File: config.mk
export PLATFORM = sky130hd
export DESIGN_NAME = ube_cycle_sequencer_flat
export DESIGN_NICKNAME = d
export VERILOG_FILES = /design/src/rtl/ube_cycle_sequencer_pkg.sv /design/src/rtl/ube_cycle_sequencer_if.sv /design/src/rtl/ube_cycle_sequencer_timeout.sv /design/src/rtl/ube_cycle_sequencer.sv /design/src/flat_wrapper.sv
export SDC_FILE = /design/constraint.sdc
export NUM_CORES = 1
export LEC_CHECK = 0
export ABC_CLOCK_PERIOD_IN_PS = 1700
export CORE_UTILIZATION = 28
export DETAILED_ROUTE_END_ITERATION = 8
export MAX_ROUTING_LAYER = met4
export SYNTH_ARGS = -nofsm -noshare
export SYNTH_HDL_FRONTEND = slang
export SYNTH_SLANG_ARGS = --single-unit
File: constraint.sdc
create_clock -name clk -period 1.7 [get_ports clk]
set_input_delay 0.17 -clock clk [delete_from_list [all_inputs] [get_ports clk]]
set_output_delay 0.17 -clock clk [all_outputs]
set_load 0.005 [all_outputs]
File: src/rtl/ube_cycle_sequencer_pkg.sv
// Shared definitions for the UBE cycle sequencer: state codes, transfer
// function codes, default NXM timeout and the last-cycle test.
package ube_seq_pkg;

  typedef logic [1:0] ubeState_t;
  typedef logic [1:0] ubeFunc_t;

  localparam ubeState_t stIDLE = 2'd0;
  localparam ubeState_t stREQ  = 2'd1;
  localparam ubeState_t stINC  = 2'd2;
  localparam ubeState_t stDONE = 2'd3;

  localparam ubeFunc_t ubeDATI  = 2'd0;
  localparam ubeFunc_t ubeDATO  = 2'd1;
  localparam ubeFunc_t ubeDATOB = 2'd2;

  localparam int ubeTIMEOUT = 255;

  // The count steps by two, so both 0xFFFE and 0xFFFF are the final word.
  function automatic logic isLastCycle(input logic [15:0] cc);
    return (cc[15:1] == 15'h7FFF);
  endfunction

endpackage

File: src/rtl/ube_cycle_sequencer_if.sv
// Bundle of CSR strobes, cycle-count value and adapter DMA handshake that
// connects the sequencer to the register file and the Unibus adapter.
interface ube_cycle_sequencer_if;
  import ube_seq_pkg::*;

  logic        devRESET;
  logic        goWRITE;
  logic        stopWRITE;
  logic        intENA;
  ubeFunc_t    ubeFUNC;
  logic [15:0] regCC;
  logic        dmaACK;
  logic        dmaNXM;
  logic        intACK;
  logic        dmaREQ;
  logic        dmaWRITE;
  logic        dmaBYTE;
  logic        ubeINC;
  logic        ubeBUSY;
  logic        ubeDONE;
  logic        ubeNXM;
  logic        intREQ;

  modport master (
    input  devRESET, goWRITE, stopWRITE, intENA, ubeFUNC, regCC,
           dmaACK, dmaNXM, intACK,
    output dmaREQ, dmaWRITE, dmaBYTE, ubeINC, ubeBUSY, ubeDONE, ubeNXM, intREQ
  );

  modport slave (
    output devRESET, goWRITE, stopWRITE, intENA, ubeFUNC, regCC,
           dmaACK, dmaNXM, intACK,
    input  dmaREQ, dmaWRITE, dmaBYTE, ubeINC, ubeBUSY, ubeDONE, ubeNXM, intREQ
  );

endinterface

File: src/rtl/ube_cycle_sequencer_timeout.sv
// Loadable up-counter with clear/enable; o_tc flags the count at TIMEOUT-1,
// used to detect a DMA request the adapter never answers.
module ube_timeout
  import ube_seq_pkg::*;
#(
  parameter int TIMEOUT = ubeTIMEOUT,
  parameter int TOWIDTH = 16
) (
  input  logic               clk,
  input  logic               rst,
  input  logic               i_clr,
  input  logic               i_en,
  input  logic               i_load,
  input  logic [TOWIDTH-1:0] i_loadVal,
  output logic               o_tc
);

  logic [TOWIDTH-1:0] r_count;

  always_ff @(posedge clk or negedge rst) begin
    if (!rst)
      r_count <= '0;
    else if (i_clr)
      r_count <= '0;
    else if (i_load)
      r_count <= i_loadVal;
    else if (i_en)
      r_count <= r_count + TOWIDTH'(1);
  end

  assign o_tc = (r_count == TOWIDTH'(TIMEOUT - 1));

endmodule

File: src/rtl/ube_cycle_sequencer.sv
// UBE DMA cycle sequencer: issues DMA requests, strobes the cycle-count
// increment per completed word, and reports completion, NXM and interrupts.
module ube_cycle_sequencer
  import ube_seq_pkg::*;
#(
  parameter int TIMEOUT = ubeTIMEOUT,
  parameter int TOWIDTH = 16
) (
  input logic                   clk,
  input logic                   rst,
  ube_cycle_sequencer_if.master bus
);

  ubeState_t r_state;
  ubeState_t w_next;
  ubeFunc_t  r_func;
  logic      r_done;
  logic      r_nxm;
  logic      r_intReq;
  logic      w_tc;
  logic      w_go;
  logic      w_toNxm;
  logic      w_finish;
  logic      w_intClr;
  logic      w_intSet;

  // Stop takes precedence over a bus error, and a bus error over a plain ACK.
  always_comb begin
    w_next  = r_state;
    w_toNxm = 1'b0;
    case (r_state)
      stIDLE: if (bus.goWRITE) w_next = stREQ;
      stREQ: begin
        if (bus.stopWRITE)
          w_next = stDONE;
        else if (bus.dmaNXM || w_tc) begin
          w_next  = stDONE;
          w_toNxm = 1'b1;
        end else if (bus.dmaACK)
          w_next = stINC;
      end
      stINC: begin
        if (bus.stopWRITE || isLastCycle(bus.regCC))
          w_next = stDONE;
        else
          w_next = stREQ;
      end
      default: w_next = stIDLE;
    endcase
  end

  assign w_go     = (r_state == stIDLE) && bus.goWRITE;
  assign w_finish = ((r_state == stREQ) || (r_state == stINC)) && (w_next == stDONE);
  assign w_intClr = bus.intACK || bus.goWRITE;
  assign w_intSet = (r_state == stDONE) && bus.intENA;

  always_ff @(posedge clk or negedge rst) begin
    if (!rst) begin
      r_state  <= stIDLE;
      r_func   <= ubeDATI;
      r_done   <= 1'b1;
      r_nxm    <= 1'b0;
      r_intReq <= 1'b0;
    end else if (bus.devRESET) begin
      r_state  <= stIDLE;
      r_func   <= ubeDATI;
      r_done   <= 1'b1;
      r_nxm    <= 1'b0;
      r_intReq <= 1'b0;
    end else begin
      r_state <= w_next;
      if (w_go) begin
        r_func <= bus.ubeFUNC;
        r_done <= 1'b0;
        r_nxm  <= 1'b0;
      end else if (w_finish) begin
        r_done <= 1'b1;
        if (w_toNxm) r_nxm <= 1'b1;
      end
      if (w_intClr)
        r_intReq <= 1'b0;
      else if (w_intSet)
        r_intReq <= 1'b1;
    end
  end

  ube_timeout #(
    .TIMEOUT (TIMEOUT),
    .TOWIDTH (TOWIDTH)
  ) u_timeout (
    .clk       (clk),
    .rst       (rst),
    .i_clr     (r_state != stREQ),
    .i_en      (r_state == stREQ),
    .i_load    (1'b0),
    .i_loadVal ({TOWIDTH{1'b0}}),
    .o_tc      (w_tc)
  );

  // Reserved function code 3 decodes as a read.
  assign bus.dmaREQ   = (r_state == stREQ);
  assign bus.dmaWRITE = (r_state == stREQ) && ((r_func == ubeDATO) || (r_func == ubeDATOB));
  assign bus.dmaBYTE  = (r_state == stREQ) && (r_func == ubeDATOB);
  assign bus.ubeINC   = (r_state == stINC);
  assign bus.ubeBUSY  = (r_state == stREQ) || (r_state == stINC);
  assign bus.ubeDONE  = r_done;
  assign bus.ubeNXM   = r_nxm;
  assign bus.intREQ   = r_intReq;

endmodule

File: src/flat_wrapper.sv
// flat-port wrapper written by rule: the top's interface ports become plain ports
module ube_cycle_sequencer_flat import ube_seq_pkg::*;
#(
  parameter int TIMEOUT = ubeTIMEOUT,
  parameter int TOWIDTH = 16
)
  (clk, rst, bus_devRESET, bus_goWRITE, bus_stopWRITE, bus_intENA, bus_ubeFUNC, bus_regCC, bus_dmaACK, bus_dmaNXM, bus_intACK, bus_dmaREQ, bus_dmaWRITE, bus_dmaBYTE, bus_ubeINC, bus_ubeBUSY, bus_ubeDONE, bus_ubeNXM, bus_intREQ);
  ube_cycle_sequencer_if bus_i ();
  input logic clk;
  input logic rst;
  input wire logic [$bits(bus_i.devRESET)-1:0] bus_devRESET;
  input wire logic [$bits(bus_i.goWRITE)-1:0] bus_goWRITE;
  input wire logic [$bits(bus_i.stopWRITE)-1:0] bus_stopWRITE;
  input wire logic [$bits(bus_i.intENA)-1:0] bus_intENA;
  input wire logic [$bits(bus_i.ubeFUNC)-1:0] bus_ubeFUNC;
  input wire logic [$bits(bus_i.regCC)-1:0] bus_regCC;
  input wire logic [$bits(bus_i.dmaACK)-1:0] bus_dmaACK;
  input wire logic [$bits(bus_i.dmaNXM)-1:0] bus_dmaNXM;
  input wire logic [$bits(bus_i.intACK)-1:0] bus_intACK;
  output wire logic [$bits(bus_i.dmaREQ)-1:0] bus_dmaREQ;
  output wire logic [$bits(bus_i.dmaWRITE)-1:0] bus_dmaWRITE;
  output wire logic [$bits(bus_i.dmaBYTE)-1:0] bus_dmaBYTE;
  output wire logic [$bits(bus_i.ubeINC)-1:0] bus_ubeINC;
  output wire logic [$bits(bus_i.ubeBUSY)-1:0] bus_ubeBUSY;
  output wire logic [$bits(bus_i.ubeDONE)-1:0] bus_ubeDONE;
  output wire logic [$bits(bus_i.ubeNXM)-1:0] bus_ubeNXM;
  output wire logic [$bits(bus_i.intREQ)-1:0] bus_intREQ;
  assign bus_i.devRESET = bus_devRESET;
  assign bus_i.goWRITE = bus_goWRITE;
  assign bus_i.stopWRITE = bus_stopWRITE;
  assign bus_i.intENA = bus_intENA;
  assign bus_i.ubeFUNC = bus_ubeFUNC;
  assign bus_i.regCC = bus_regCC;
  assign bus_i.dmaACK = bus_dmaACK;
  assign bus_i.dmaNXM = bus_dmaNXM;
  assign bus_i.intACK = bus_intACK;
  assign bus_dmaREQ = bus_i.dmaREQ;
  assign bus_dmaWRITE = bus_i.dmaWRITE;
  assign bus_dmaBYTE = bus_i.dmaBYTE;
  assign bus_ubeINC = bus_i.ubeINC;
  assign bus_ubeBUSY = bus_i.ubeBUSY;
  assign bus_ubeDONE = bus_i.ubeDONE;
  assign bus_ubeNXM = bus_i.ubeNXM;
  assign bus_intREQ = bus_i.intREQ;
  ube_cycle_sequencer #(.TIMEOUT(TIMEOUT), .TOWIDTH(TOWIDTH)) u_core (.clk(clk), .rst(rst), .bus(bus_i));
endmodule
==> impl_metrics.yaml <==
logic_synthesis:
  synth_compound_area_frac: 0.08365
  synthDominantCellAreaShare: 0.4183
  yosysWarnings: 0
  syn_inst: 133
  yosys.area.top_type: "dfrtp_1"
  synth_top_family_by_area: "simple AND/OR/NAND/NOR gates"
  synth-adder-area-share: 0.07605
  ys_ff_latch: 23
  ys_seq_area_frac: 0.4382
  async_flop_share: 1.000
  synth_area_leaders: "dfrtp_1 42%, ha_1 7.6%, and2_1 6.7%"
  ys_types: 32
  synthSimpleGateAreaFrac: 0.2966
  syn_nets: 168
  avgSynthCellArea_um2: 9.897
  yosys.area_share.xor_xnor: 0.07985
  synthFlopType: "dfrtp_1"
  synth_mux_area_frac: 0
  synth_edf_count: 0
  syn_area_mm2: 0.001316
timing:
  final.min_clock_period_ns: 1.856
  finalClockSkew_ns: 0.007638
  period_share: 1.092
  fmax_ghz: 0.5389
  setup_viol: 3
  fin_ws_ns: -0.1556
  max_slew.worst_pin.slew_ns: 0.3545
  drv_slew: 0
  rsz0062_at_grt: "yes"
  hold_viol: 0
  relSlewSlack: 0.7623
outcome:
  status: "complete, but fails checks"
  failed_checks: "DRC, setup timing"
detailed_routing:
  post_drt_wl_per_cell_um: 12.85
  vias: 1163
  wl_um: 3109
  post-route-drc-count: 14
  dr.pass1.iters: 6
  initialDrtViolationCount: 46
  ant_nets: 0
  vias_per_cell: 4.806
layout:
  layout_common_cells: "29 x clkdlybuf4s50_1, 21 x buf_4, 21 x dfrtp_1"
  antenna_cells: 0
  syn2layout_area_growth_pct: 50.76
  instances_no_fill: 242
  drive_gt1_frac: 0.2316
  num-nets-final: 226
  layout.cells.most_common: "clkdlybuf4s50_1"
  fillerInstances: 429
placed_design:
  pre_cts_slack_ns: -0.1489
  placed_cells: 236
  place.gp.congestion: 0.8552
  detailed_place_hpwl_um: 2369
  portBuffers: 33
worst_setup_path:
  worst_ep_arrival_time_ns: 2.02
  critPathMaxFanout: 3
  required_ns: 1.87
  worst-setup-path-type: "reg2reg"
  end_kind: "register"
  startpoint_type: "register"
global_route:
  antenna_found_initial: 0
  grt_pass1_wl_um: 5175
  grt_pass1_vias: 1226
  track_usage: 0.1342
  grt_max_degree: 24
  grt_overflow: 0
cts:
  clk_latency_ns: 0.27
  htreeDepth: 1
  cts-root-buf: "clkbuf_8"
  cts_sinks: 23
  cts_buffers: 3
  cts_buffer_depth: 2
  clk_pin_slew_ns: 0.09
  cts_tree: "done"
die:
  io_pins: 35
  core_mm2: 0.004444
  start_util: 0.2962
  die_area_mm2: 0.004979
  die_h_um: 70.57
  row_count: 24
  die_w_um: 70.57
pwr:
  comb_power_share: 0.455
  ir_worst_vdd_v: 0.0004309
  p_int_mw: 1.209
  p_seq_frac: 0.354
  clock_power_share: 0.191
  p_sw_uw: 599.6
  pwr_density_cell_mw_per_mm2: 911.5
  p_leak_nw: 0.8494
  switching_share: 0.3315
min_path:
  hold_class: "in2async"
run:
  drv_cap: 0
==> routing by layer <==
layer  wire [um]  global-route usage  part of all wire  up-vias
li1            -                   -                 -      578
met1        1341              0.1450              0.43      545
met2        1503              0.2460              0.48       38
met3         254             0.04274             0.082        2
met4          10             0.02000            0.0032        0
met5           0                   -                 0        -
==> path summary, 6_finish.rpt <==
path,to,cells past startpoint,startpoint,slack [ns]
max in group asynchronous,u_core.bus.ubeDONE$_DFFE_PN1P_,2,rst,1.16
setup reg to reg,u_core.bus.ubeDONE$_DFFE_PN1P_,7,u_core.u_timeout.r_count[0]$_DFF_PN0_,-0.16
hold reg to reg,u_core.bus.ubeNXM$_DFFE_PN0P_,1,u_core.bus.ubeNXM$_DFFE_PN0P_,0.50
hold / removal,u_core.u_timeout.r_count[0]$_DFF_PN0_,2,rst,0.24
min in group clk,u_core.bus.intREQ$_DFFE_PN0P_,2,bus_intACK,0.44
setup / recovery,u_core.bus.ubeDONE$_DFFE_PN1P_,7,u_core.u_timeout.r_count[0]$_DFF_PN0_,-0.16
==> power by group through the flow <==
stage	clock (mW)	sequential, mW	combinational [mW]
detailed placement	0	0.645	0.746
CTS	0.364	0.634	0.792
global route	0.386	0.644	0.887
finish	0.346	0.641	0.823
global placement	0	0.642	0.723
floorplan	0	0.664	0.326
==> worst max-delay path, stage by stage, from the launching register on <==
cell	delay, ns
dfrtp_1	0.38
inv_1	0.06
ha_1	0.16
nand4b_1	0.18
nor4_4	0.37
o41ai_2	0.14
and2_4	0.16
o41ai_2	0.31
==> cells in the mapped netlist (2+ instances only) <==
cell type,count
xor2_1,7
nor4_1,5
nor2_1,5
ha_1,8
and2_1,14
nand3_1,4
a21oi_1,4
nand2_1,10
a211oi_1,2
or3_1,2
clkbuf_1,2
a21boi_0,2
nor2b_1,6
dfrtp_1,22
nand4_1,8
inv_1,7
xnor2_1,5
o21ai_0,4
nor3_1,3
==> what timing repair did <==
action | in CTS | in global routing
gates resized for setup | 11 | 10
pin swaps | 1 | 1
setup buffers | 1 | 1
endpoints found under the hold margin | 0 | 0
setup endpoints to repair | 6 | 8
hold buffers | 0 | 0
==> layout make-up <==
type                    instances  area (um^2)  area share
repair buffers                 55        496.7      0.2503
clock buffers                   3        41.29     0.02081
clock inverters                 1        7.507    0.003783
well taps                      52        65.06     0.03279
inverters                       7        26.28     0.01324
multi-input cells             101        769.5      0.3878
flip-flops and latches         23        578.1      0.2913
==> registers in the layout, indices dropped and copies added (netlist names) <==
name / cells
u_core.u_timeout.r_count: 16
u_core.bus.ubeDONE: 1
u_core.bus.intREQ: 1
u_core.r_state: 2
u_core.bus.ubeNXM: 1
u_core.r_func: 2
==> stage by stage <==
step                      power (mW)  hold WS [ns]   TNS, ns  cell area [um^2]  utilization
after global placement         1.365        0.4842   -0.1533              1858       0.4181
after detailed placement       1.391        0.4890   -0.3503              1858       0.4181
after floorplan               0.9897       -0.1256  -0.02583              1320            -
final                          1.809        0.2439   -0.2185              1984       0.4465
after global routing           1.917        0.2772   -0.3752              1984       0.4465
after CTS                      1.790        0.2505   -0.2195              1942       0.4369
==> logic make-up after synthesis <==
logic type | count (synthesis)
AND/OR/NAND/NOR | 65
flip-flops | 23
AO/OA/AOI/OAI | 16
XOR/XNOR | 12
buffers and inverters | 9
adder cells (fa/ha/maj) | 8
Power figures use the tool's default switching activity.
